`config.mk`:
```
export PLATFORM = sky130hd
export DESIGN_NAME = oam_dma_engine
export DESIGN_NICKNAME = d
export VERILOG_FILES = /design/src/rtl/oam_dma_engine.sv
export SDC_FILE = /design/constraint.sdc
export NUM_CORES = 1
export LEC_CHECK = 0
export ABC_AREA = 1
export CAP_MARGIN = 20
export CORE_ASPECT_RATIO = 0.7
export CORE_UTILIZATION = 30
export DETAILED_ROUTE_END_ITERATION = 12
export HOLD_SLACK_MARGIN = 0.03
export PLACE_DENSITY = 0.57
export REMOVE_ABC_BUFFERS = 1
export SETUP_SLACK_MARGIN = 0.05
export SLEW_MARGIN = 25
export SYNTH_ARGS = -nofsm -noshare
export SYNTH_HDL_FRONTEND = slang
export SYNTH_SLANG_ARGS = --single-unit
```
`constraint.sdc`:
```
create_clock -name clk -period 1.7 [get_ports clk]
set_clock_uncertainty 0.2 [all_clocks]
set_input_delay 0.425 -clock clk [delete_from_list [all_inputs] [get_ports clk]]
set_output_delay 0.425 -clock clk [all_outputs]
set_load 0.03 [all_outputs]
```
`src/rtl/oam_dma_engine.sv`:
```
// OAM DMA controller: a write to 0xFF46 copies NUM_BYTES bytes from {src_hi, i} to FE00+i
// through the MMU's DMA port, parking the port at 0xFFFF whenever it is idle.
module oam_dma_engine #(
    parameter int CYCLES_PER_BYTE = 4,
    parameter int READ_LATENCY    = 1,
    parameter int START_DELAY     = 4,
    parameter int NUM_BYTES       = 160
) (
    input  logic        clk,
    input  logic        rst,
    input  logic [15:0] mmio_addr_select,
    input  logic [7:0]  mmio_write_value,
    input  logic        mmio_write_enable,
    output logic [7:0]  mmio_read_out,
    output logic [15:0] dma_addr_select,
    output logic [7:0]  dma_write_value,
    output logic        dma_write_enable,
    input  logic [7:0]  dma_read_out,
    output logic        dma_active
);
    localparam logic [15:0] DMA_REG_ADDR = 16'hFF46;
    localparam logic [15:0] PARK_ADDR    = 16'hFFFF;
    localparam logic [7:0]  OAM_HI       = 8'hFE;
    localparam logic [7:0]  DELAY_LAST   = 8'(START_DELAY - 1);
    localparam logic [7:0]  PHASE_LAST   = 8'(CYCLES_PER_BYTE - 1);
    localparam logic [7:0]  READ_LAST    = 8'(READ_LATENCY);
    localparam logic [7:0]  WRITE_PHASE  = 8'(READ_LATENCY + 1);
    localparam logic [7:0]  LAST_BYTE    = 8'(NUM_BYTES - 1);

    typedef enum logic [1:0] {IDLE, DELAY, XFER} state_e;

    state_e      state_q, state_d;
    logic [7:0]  reg_q, reg_d;
    logic [7:0]  src_hi_q, src_hi_d;
    logic [7:0]  idx_q, idx_d;
    logic [7:0]  cnt_q, cnt_d;
    logic [7:0]  latch_q, latch_d;
    logic [15:0] addr_q, addr_d;
    logic [7:0]  wdata_q, wdata_d;
    logic        we_q, we_d;
    logic        active_q, active_d;
    logic        trigger;

    assign trigger = mmio_write_enable && (mmio_addr_select == DMA_REG_ADDR);

    always_comb begin
        // NOTE: every _d starts from its _q (or its parked value), so no path through this block infers a latch.
        state_d  = state_q;
        reg_d    = reg_q;
        src_hi_d = src_hi_q;
        idx_d    = idx_q;
        cnt_d    = cnt_q;
        latch_d  = latch_q;
        addr_d   = PARK_ADDR;
        wdata_d  = 8'h00;
        we_d     = 1'b0;
        active_d = (state_q != IDLE);

        case (state_q)
            DELAY: begin
                if (cnt_q == DELAY_LAST) begin
                    state_d = XFER;
                    cnt_d   = 8'd0;
                end else begin
                    cnt_d = cnt_q + 8'd1;
                end
            end
            XFER: begin
                addr_d  = (cnt_q <= READ_LAST) ? {src_hi_q, idx_q} : {OAM_HI, idx_q};
                wdata_d = latch_q;
                // Outputs lag the counter by one clock, so the read data for output phase
                // READ_LATENCY is sampled while the counter already shows the write phase.
                if (cnt_q == WRITE_PHASE) begin
                    latch_d = dma_read_out;
                    wdata_d = dma_read_out;
                    we_d    = 1'b1;
                end
                if (cnt_q == PHASE_LAST) begin
                    cnt_d = 8'd0;
                    if (idx_q == LAST_BYTE) begin
                        state_d = IDLE;
                        idx_d   = 8'd0;
                    end else begin
                        idx_d = idx_q + 8'd1;
                    end
                end else begin
                    cnt_d = cnt_q + 8'd1;
                end
            end
            default: ;
        endcase

        // A trigger wins over everything, abandoning any in-flight byte without writing it.
        if (trigger) begin
            reg_d    = mmio_write_value;
            src_hi_d = (mmio_write_value >= 8'hE0) ? mmio_write_value - 8'h20 : mmio_write_value;
            idx_d    = 8'd0;
            cnt_d    = 8'd0;
            state_d  = DELAY;
            active_d = 1'b1;
            addr_d   = PARK_ADDR;
            wdata_d  = 8'h00;
            we_d     = 1'b0;
        end
    end

    // NOTE: non-blocking assignments make every flop sample pre-edge values regardless of statement order.
    always_ff @(posedge clk or negedge rst) begin
        if (!rst) begin
            state_q  <= IDLE;
            reg_q    <= 8'hFF;
            src_hi_q <= 8'h00;
            idx_q    <= 8'd0;
            cnt_q    <= 8'd0;
            latch_q  <= 8'h00;
            addr_q   <= PARK_ADDR;
            wdata_q  <= 8'h00;
            we_q     <= 1'b0;
            active_q <= 1'b0;
        end else begin
            state_q  <= state_d;
            reg_q    <= reg_d;
            src_hi_q <= src_hi_d;
            idx_q    <= idx_d;
            cnt_q    <= cnt_d;
            latch_q  <= latch_d;
            addr_q   <= addr_d;
            wdata_q  <= wdata_d;
            we_q     <= we_d;
            active_q <= active_d;
        end
    end

    assign mmio_read_out    = (mmio_addr_select == DMA_REG_ADDR) ? reg_q : 8'hFF;
    assign dma_addr_select  = addr_q;
    assign dma_write_value  = wdata_q;
    assign dma_write_enable = we_q;
    assign dma_active       = active_q;

endmodule

```
==> impl_metrics.py, run 1 <==
metrics = {
    "worst_setup_path": {
        "cp_slowest_cell": "or2_4",
        "cpPeakStageDelay_ns": 0.26,
        "cp-start-kind": "primary input",
        "critical_path_class": "primary input to primary output",
        "crit_path_end_kind": "primary output",
        "worstRegToRegCells": 8,
        "required_ns": 1.07,
        "critical_path_arrival_ns": 1.37,
        "cp_max_fo": 7,
        "crit_chain": "buf_8 -> nor2_4 -> nand3b_1 -> nor2_1 -> nand2_2 -> or2_4 -> buf_6",
    },
    "yosys": {
        "synth.distinct_cells": 31,
        "synth_top_area_cell": "dfrtp_1",
        "async_flop_share": 1.00,
        "synth_top_area_frac": 0.338,
        "synth-main-ff-cell": "dfrtp_1",
        "syn_inst": 373,
        "synth_area_leaders": "dfrtp_1 34%, dfstp_2 19%, nand2_1 8.4%, inv_1 6.7%, o21ai_0 4.9%",
        "syn_area_per_cell_um2": 8.74,
        "ys_seq_elements": 68,
        "synth_area_mm2": 0.00326,
        "synth_edf_count": 0,
        "yosysSeqAreaShare": 0.531,
        "synth_warnings": 0,
    },
    "finish": {
        "final_area_mm2": 0.00504,
        "finish.net_count": 526,
        "drive_gt1_frac": 0.413,
        "diodes": 0,
        "multi_input_area_mm2": 0.00162,
        "seq_area_mm2": 0.00173,
        "mostFrequentLayoutCells": "68 x nand2_1, 52 x inv_1, 44 x dfrtp_1",
        "final_common_cell": "nand2_1",
        "nFillCells": 976,
        "area_growth_pct": 54.6,
        "fin_cells": 619,
    },
    "cts": {
        "clk_path_buf_depth": 2,
        "clkTransAtPathRegs_ns": 0.06,
        "cts_tree": "yes",
        "cts_root_buf": "clkbuf_16",
        "cts-buffers-inserted": 9,
        "htree_num_levels": 3,
        "insertion_delay_ns": 0.33,
        "cts_sinks": 68,
    },
    "sta": {
        "setup_viol": 24,
        "worst_slack_ns": -0.291,
        "finalHoldWorstSlack_ns": 0.271,
        "layout_min_cycle_time_ns": 1.99,
        "rsz0062_at_grt": "true",
        "slew_viol_final": 0,
        "worst_pin_slew_ns": 0.367,
        "max_freq_mhz": 502,
        "fin_crit_sh": 1.17,
        "finalHoldViolations": 0,
        "max-slew-margin-rel": 0.756,
    },
    "hold_path": {
        "holdPathStages": 2,
        "min_path_type": "flip-flop to flip-flop",
    },
    "global_route": {
        "grt_pass1_wl_um": 13100,
        "grt_max_degree": 69,
        "grt_use_total": 0.150,
        "antenna_found_initial": 0,
        "gr-total-overflow": 0,
        "grt_pass1_vias": 2752,
    },
    "routing": {
        "drt-pass1-iter-count": 4,
        "wire_per_inst_um": 13.2,
        "final_antenna_net_count": 0,
        "drc": 0,
        "finalWirelength_um": 8190,
        "drt_iter0_markers": 132,
        "via_per_inst": 4.55,
        "vias": 2814,
    },
    "die": {
        "start_util": 0.311,
        "core-area_mm2": 0.0105,
        "num_rows": 31,
        "die_w_um": 127,
        "die_y_um": 89.2,
        "io-pin-count": 69,
        "die_area_mm2": 0.0113,
    },
    "status": {
        "outcome": "finished, violations left",
        "failed_checks": "setup timing",
    },
    "place": {
        "placed_cell_area_mm2": 0.00421,
        "dp_slack_ns": -1.17,
        "gp_congestion": 0.826,
        "dp_cells": 585,
        "hpwl_um": 5200,
        "portBuffers": 68,
    },
    "pwr": {
        "p_leak_nw": 2.25,
        "powerDensity_mw_per_mm2": 712,
        "peakVddDrop_v": 0.000431,
    },
    "run": {
        "cap_viol_max_count": 0,
    },
}
## kinds of logic after synthesis
family	share of synthesized area
XOR/XNOR	0.0107
AO/OA/AOI/OAI	0.114
AND/OR/NAND/NOR	0.221
adder cells (fa/ha/maj)	0.0345
flip-flops	0.531
buffers and inverters	0.0886
## power by group
part	internal, mW	switching [mW]
Combinational	0.0789	0.0801
Sequential	1.62	0.00147
Clock	1.08	0.723
## synthesized netlist by cell type, types with 2 or more instances
cell / instances
nand2_1: 73
inv_1: 58
dfrtp_1: 44
nor2_1: 35
o21ai_0: 32
dfstp_2: 24
nand3_1: 22
nand4_1: 11
a21oi_1: 10
ha_1: 9
o21ai_2: 8
o21ai_1: 7
or2_2: 6
xor2_1: 4
buf_2: 3
clkbuf_1: 3
nand2_2: 3
buf_4: 2
buf_6: 2
inv_2: 2
nor2_2: 2
nor2_4: 2
nor3_1: 2
o31ai_1: 2
## sequential cells by signal, indices dropped and copies added (netlist names)
name	cells
cnt_q	8
state_q	2
dma_write_enable	1
idx_q	8
dma_write_value	8
dma_active	1
reg_q	8
latch_q	8
src_hi_q	8
dma_addr_select	16
## per-layer routing
| metal | share of wire | up-vias | GRT usage |
|---|---|---|---|
| li1 | - | 1408 | - |
| met1 | 0.47 | 1344 | 0.194 |
| met2 | 0.48 | 54 | 0.247 |
| met3 | 0.040 | 8 | 0.0455 |
| met4 | 0.011 | 0 | 0.0427 |
| met5 | 0 | - | 0 |
## final timing paths
| path | startpoint | endpoint | slack (ns) |
|---|---|---|---|
| worst min register to register | reg_q[2]$_DFFE_PN1P_ | reg_q[2]$_DFFE_PN1P_ | 0.27 |
| worst max register to register | cnt_q[7]$_DFFE_PN0P_ | latch_q[2]$_DFFE_PN0P_ | -0.01 |
| min in group asynchronous | rst | src_hi_q[4]$_DFFE_PN0P_ | 0.46 |
| worst min-delay path | reg_q[2]$_DFFE_PN1P_ | reg_q[2]$_DFFE_PN1P_ | 0.27 |
| worst max-delay path | mmio_addr_select[4] | mmio_read_out[3] | -0.29 |
| max in group asynchronous | rst | reg_q[6]$_DFFE_PN1P_ | 0.52 |
## layout make-up
type	count	share of cell area
clock buffers	10	0.0497
repair buffers	105	0.196
flip-flops and latches	68	0.344
well taps	132	0.0328
inverters	60	0.0464
multi-input cells	238	0.322
clock inverters	6	0.00894
## timing repair
action / 4_1_cts / 5_1_grt
hold buffers: 1 / 0
gates resized for setup: 173 / 93
pin swaps: 11 / 31
endpoints found under the setup margin: 75 / 61
hold endpoints to repair: 44 / 0
cloned: 2 / 2
buffers inserted: 2 / 13
## per-stage QoR
step           utilization  total power [mW]  TNS (ns)
6_report             0.481              3.59     -3.26
5_1_grt              0.481              3.74     -5.34
4_1_cts              0.442              3.63     -3.02
3_5_place_dp         0.402              1.82    -38.32
3_3_place_gp         0.402              1.81    -35.40
2_1_floorplan            -              1.68    -15.51
## worst max-delay path: cells and delay by family
kind          cells  cell delay (ns)
simple gates      5             0.70
buf+inv           2             0.24
Power figures use the tool's default switching activity.
==> inputs of run 2 (changes only) <==
--- a/config.mk
+++ b/config.mk
@@ -9,9 +9,10 @@
 export CAP_MARGIN = 20
 export CORE_ASPECT_RATIO = 0.7
 export CORE_UTILIZATION = 30
+export CTS_CLUSTER_DIAMETER = 40
 export DETAILED_ROUTE_END_ITERATION = 12
 export HOLD_SLACK_MARGIN = 0.03
-export PLACE_DENSITY = 0.57
+export PLACE_DENSITY = 0.55
 export REMOVE_ABC_BUFFERS = 1
 export SETUP_SLACK_MARGIN = 0.05
 export SLEW_MARGIN = 25
==> constraint.sdc (replaced) <==
create_clock -name clk -period 2.5 [get_ports clk]
set_clock_uncertainty 0.2 [all_clocks]
set_input_delay 0.625 -clock clk [delete_from_list [all_inputs] [get_ports clk]]
set_output_delay 0.625 -clock clk [all_outputs]
set_load 0.03 [all_outputs]
==> impl_metrics.py, run 2 (synthesis results as in run 1) <==
metrics = {
    "status": {
        "outcome": "complete, no violations",
    },
    "cts": {
        "ctsHoldBuffers": 0,
        "clkTransAtPathRegs_ns": 0.05,
        "insertion_delay_ns": 0.33,
        "cts-buffers-inserted": 9,
        "cts_sinks": 68,
        "cts_root_buf": "clkbuf_16",
        "cts_tree": "yes",
        "htree_num_levels": 3,
        "postCtsSetupBuffers": 0,
        "clk_path_buf_depth": 2,
    },
    "global_route": {
        "grt_use_total": 0.143,
        "antenna_found_initial": 0,
        "grt_pass1_vias": 2636,
        "gr-total-overflow": 0,
        "grt_pass1_wl_um": 12300,
        "grt_max_degree": 69,
    },
    "routing": {
        "wire_per_inst_um": 12.3,
        "finalWirelength_um": 7220,
        "vias": 2633,
        "drt_iter0_markers": 128,
        "drc": 0,
        "drt-pass1-iter-count": 4,
        "via_per_inst": 4.47,
        "final_antenna_net_count": 0,
    },
    "sta": {
        "finalHoldWorstSlack_ns": 0.0995,
        "finalHoldViolations": 0,
        "worst_pin_slew_ns": 0.628,
        "final.setup.tns_ns": 0,
        "rsz0062_at_grt": "false",
        "slew_viol_final": 0,
        "layout_min_cycle_time_ns": 2.39,
        "setup_viol": 0,
        "worst_slack_ns": 0.109,
        "fin_crit_sh": 0.956,
        "max-slew-margin-rel": 0.579,
        "max_freq_mhz": 418,
    },
    "finish": {
        "finish.net_count": 496,
        "seq_area_mm2": 0.00173,
        "drive_gt1_frac": 0.223,
        "area_growth_pct": 35.4,
        "diodes": 0,
        "multi_input_area_mm2": 0.00127,
        "final_area_mm2": 0.00441,
        "final_common_cell": "nand2_1",
        "largest_reg_flops": 16,
        "mostFrequentLayoutCells": "71 x nand2_1, 58 x inv_1, 44 x dfrtp_1",
        "nFillCells": 1009,
    },
    "worst_setup_path": {
        "rrSetupSlack_ns": 0.68,
        "critical_path_class": "primary input to primary output",
        "critical_path_arrival_ns": 1.57,
        "required_ns": 1.67,
        "r2r_start": "state_q[0]$_DFFE_PN0P_",
        "cp-endpoint": "mmio_read_out[2]",
        "r2r-end": "state_q[0]$_DFFE_PN0P_",
        "cp_max_fo": 7,
        "crit_path_end_kind": "primary output",
        "critical_path.startpoint": "mmio_addr_select[6]",
        "worstRegToRegCells": 8,
        "cp-start-kind": "primary input",
    },
    "pwr": {
        "p_leak_nw": 2.11,
        "total_power_mw": 2.46,
        "peakVddDrop_v": 0.000400,
        "powerDensity_mw_per_mm2": 557,
    },
    "die": {
        "num_rows": 31,
        "io-pin-count": 69,
        "die_area_mm2": 0.0113,
        "core-area_mm2": 0.0105,
        "die_w_um": 127,
        "start_util": 0.311,
        "die_y_um": 89.2,
    },
    "place": {
        "gp_congestion": 0.757,
        "portBuffers": 68,
        "hpwl_um": 5120,
        "dp_slack_ns": -0.735,
        "placed_cell_area_mm2": 0.00414,
    },
    "run": {
        "cap_viol_max_count": 0,
    },
    "hold_path": {
        "min_path_type": "primary input to asynchronous set/reset pin",
    },
}
-- run 2: layout make-up --
| class | count | area share |
|---|---|---|
| Sequential cell | 68 | 0.392 |
| Multi-Input combinational cell | 235 | 0.288 |
| Timing Repair Buffer | 78 | 0.163 |
| Clock buffer | 14 | 0.0598 |
| Inverter | 60 | 0.0516 |
| Tap cell | 132 | 0.0374 |
| Clock inverter | 2 | 0.00794 |
-- run 2: per-stage QoR --
stage,util,cells
after floorplan,-,363
after global placement,0.395,573
after detailed placement,0.395,573
after CTS,0.425,589
after global routing,0.422,589
final,0.422,589
-- run 2: layer usage --
layer  wire [um]  track usage  vias to the layer above
met5           0            0                        -
met4          46       0.0504                        0
met3         336       0.0473                        6
met2        3340        0.234                       61
met1        3500        0.179                     1225
li1            -            -                     1341
-- run 2: critical path, stage by stage --
cell and delay (ns):
clkdlybuf4s15_1 0.19, nand3b_1 0.09, nor2_2 0.16, nand2_4 0.10, or2_4 0.26, buf_6 0.14
-- run 2: how the worst min path moves through the flow --
stage                                          to  slack [ns]                    start  cells past startpoint
floorplan                    cnt_q[0]$_DFFE_PN0P_        0.13                      rst                      0
global placement    dma_addr_select[13]$_DFF_PN1_        0.25  src_hi_q[5]$_DFFE_PN0P_                      2
detailed placement  dma_addr_select[13]$_DFF_PN1_        0.25  src_hi_q[5]$_DFFE_PN0P_                      2
CTS                       src_hi_q[3]$_DFFE_PN0P_        0.12                      rst                      2
global route              src_hi_q[3]$_DFFE_PN0P_        0.14                      rst                      2
finish                    src_hi_q[3]$_DFFE_PN0P_         0.1                      rst                      2
-- run 2: repair_timing --
action,CTS,global route
pin swaps,9,10
gates resized for setup,103,20
endpoints found under the setup margin,8,8
-- run 2: where the power goes --
group	total (mW)	leakage, nW	internal, mW	switching (mW)
Clock	1.26	0.147	0.825	0.435
Sequential	1.11	0.793	1.10	0.00118
Combinational	0.0930	1.17	0.0450	0.0480
Total	2.46	2.11	1.98	0.484
==> inputs of run 3 (changes only) <==
--- a/config.mk
+++ b/config.mk
@@ -8,11 +8,14 @@
 export ABC_AREA = 1
 export CAP_MARGIN = 20
 export CORE_ASPECT_RATIO = 0.7
+export CORE_MARGIN = 1.5
 export CORE_UTILIZATION = 30
 export CTS_CLUSTER_DIAMETER = 40
 export DETAILED_ROUTE_END_ITERATION = 12
+export DONT_BUFFER_PORTS = 1
 export HOLD_SLACK_MARGIN = 0.03
-export PLACE_DENSITY = 0.55
+export MAX_ROUTING_LAYER = met4
+export PLACE_DENSITY = 0.47
 export REMOVE_ABC_BUFFERS = 1
 export SETUP_SLACK_MARGIN = 0.05
 export SLEW_MARGIN = 25
==> impl_metrics.py, run 3 (synthesis results as in run 1) <==
metrics = {
    "routing": {
        "drc": 0,
        "vias": 2394,
        "drt_iter0_markers": 150,
        "drt-pass1-iter-count": 5,
        "final_antenna_net_count": 0,
        "via_per_inst": 4.63,
        "finalWirelength_um": 7010,
        "wire_per_inst_um": 13.6,
    },
    "worst_setup_path": {
        "required_ns": 1.67,
        "worstRegToRegCells": 8,
        "cp-start-kind": "primary input",
        "critical_path_arrival_ns": 1.47,
        "crit_path_end_kind": "primary output",
        "crit_chain": "nor2_1 -> nand3b_1 -> nor2_1 -> nand2_2 -> or2_2",
        "cp_max_fo": 8,
        "crit_top_cell": "nor2_1",
        "critical_path_class": "primary input to primary output",
        "cp_slowest_cell": "or2_2",
        "cpPeakStageDelay_ns": 0.40,
    },
    "sta": {
        "finalHoldViolations": 0,
        "final.setup.tns_ns": 0,
        "rsz0062_at_grt": "false",
        "layout_min_cycle_time_ns": 2.29,
        "worst_slack_ns": 0.208,
        "fin_crit_sh": 0.917,
        "max_freq_mhz": 436,
        "max-slew-margin-rel": 0.605,
        "worst_pin_slew_ns": 0.588,
        "slew_viol_final": 0,
        "setup_viol": 0,
    },
    "die": {
        "die_area_mm2": 0.0115,
        "num_rows": 31,
        "start_util": 0.311,
        "io-pin-count": 69,
        "die_w_um": 128,
        "die_y_um": 90.2,
        "core-area_mm2": 0.0105,
    },
    "global_route": {
        "gr-usage-met2": 0.179,
        "grt_pass1_wl_um": 11800,
        "use_met1": 0.193,
        "grt_util_met3": 0.0458,
        "grt_pass1_vias": 2307,
        "antenna_found_initial": 0,
        "top_usage_layer": "met1",
        "grt_max_degree": 69,
        "gr-total-overflow": 0,
        "grt_use_total": 0.136,
    },
    "cts": {
        "clkTransAtPathRegs_ns": 0.06,
        "cts_tree": "yes",
        "clk_path_buf_depth": 2,
        "htree_num_levels": 3,
        "insertion_delay_ns": 0.33,
        "ctsResizeCount": 0,
        "cts_root_buf": "clkbuf_16",
        "cts-buffers-inserted": 9,
        "postCtsSetupBuffers": 0,
        "cts_sinks": 68,
        "ctsHoldBuffers": 2,
    },
    "pwr": {
        "peakVddDrop_v": 0.000292,
        "total_power_mw": 2.53,
        "p_leak_nw": 1.78,
        "powerDensity_mw_per_mm2": 673,
    },
    "finish": {
        "mostFrequentLayoutCells": "73 x nand2_1, 58 x inv_1, 44 x dfrtp_1",
        "finish.net_count": 424,
        "drive_gt1_frac": 0.184,
        "area_growth_pct": 15.3,
        "final_area_mm2": 0.00376,
        "finalCoreUtilization": 0.359,
        "largest_reg_flops": 16,
        "final_common_cell": "nand2_1",
        "nFillCells": 1064,
        "diodes": 0,
    },
    "place": {
        "placed_cell_area_mm2": 0.00339,
        "hpwl_um": 4770,
        "portBuffers": 0,
        "dp_slack_ns": 0.188,
        "gp_congestion": 0.779,
    },
    "hold_path": {
        "min_path_type": "primary input to flip-flop",
        "holdPathStages": 2,
    },
    "run": {
        "cap_viol_max_count": 0,
    },
    "status": {
        "outcome": "complete, no violations",
    },
}
-- run 3: layout make-up --
type / count / area (um2) / area share
tap: 132 / 165 / 0.0439
sequential: 68 / 1730 / 0.460
multi-input combinational: 235 / 1240 / 0.330
clock buffer: 12 / 279 / 0.0742
timing repair buffer: 6 / 67.6 / 0.0180
inverter: 60 / 225 / 0.0599
clock inverter: 4 / 52.6 / 0.0140
-- run 3: power breakdown --
| part | leakage, nW | total, mW | internal (mW) | switching [mW] |
|---|---|---|---|---|
| clock | 0.163 | 1.38 | 0.895 | 0.484 |
| sequential | 0.793 | 1.11 | 1.10 | 0.00106 |
| combinational | 0.829 | 0.0477 | 0.0137 | 0.0340 |
-- run 3: worst paths after layout --
kind / start / end / slack [ns]
setup / recovery: mmio_addr_select[5] / mmio_read_out[2] / 0.21
hold / removal: mmio_write_value[0] / reg_q[0]$_DFFE_PN1P_ / 0.22
setup reg to reg: state_q[0]$_DFFE_PN0P_ / state_q[0]$_DFFE_PN0P_ / 0.69
hold reg to reg: reg_q[3]$_DFFE_PN1P_ / reg_q[3]$_DFFE_PN1P_ / 0.27
max in group asynchronous: rst / dma_addr_select[5]$_DFF_PN1_ / 1.11
min in group asynchronous: rst / idx_q[1]$_DFFE_PN0P_ / 0.64
-- run 3: worst max-delay path: cells and delay by family --
kind             cells  cell delay, ns
and+or+nand+nor      5            0.84
-- run 3: stage by stage --
step	cells	hold slack [ns]
5_1_grt	517	0.224
4_1_cts	517	0.211
3_3_place_gp	499	0.131
3_5_place_dp	499	0.132
6_report	517	0.225
2_1_floorplan	363	0.129
-- run 3: metal layers --
layer	vias up	share of wire
met5	-	0
met4	0	0.014
met3	9	0.058
met2	68	0.41
met1	1119	0.52
li1	1198	-
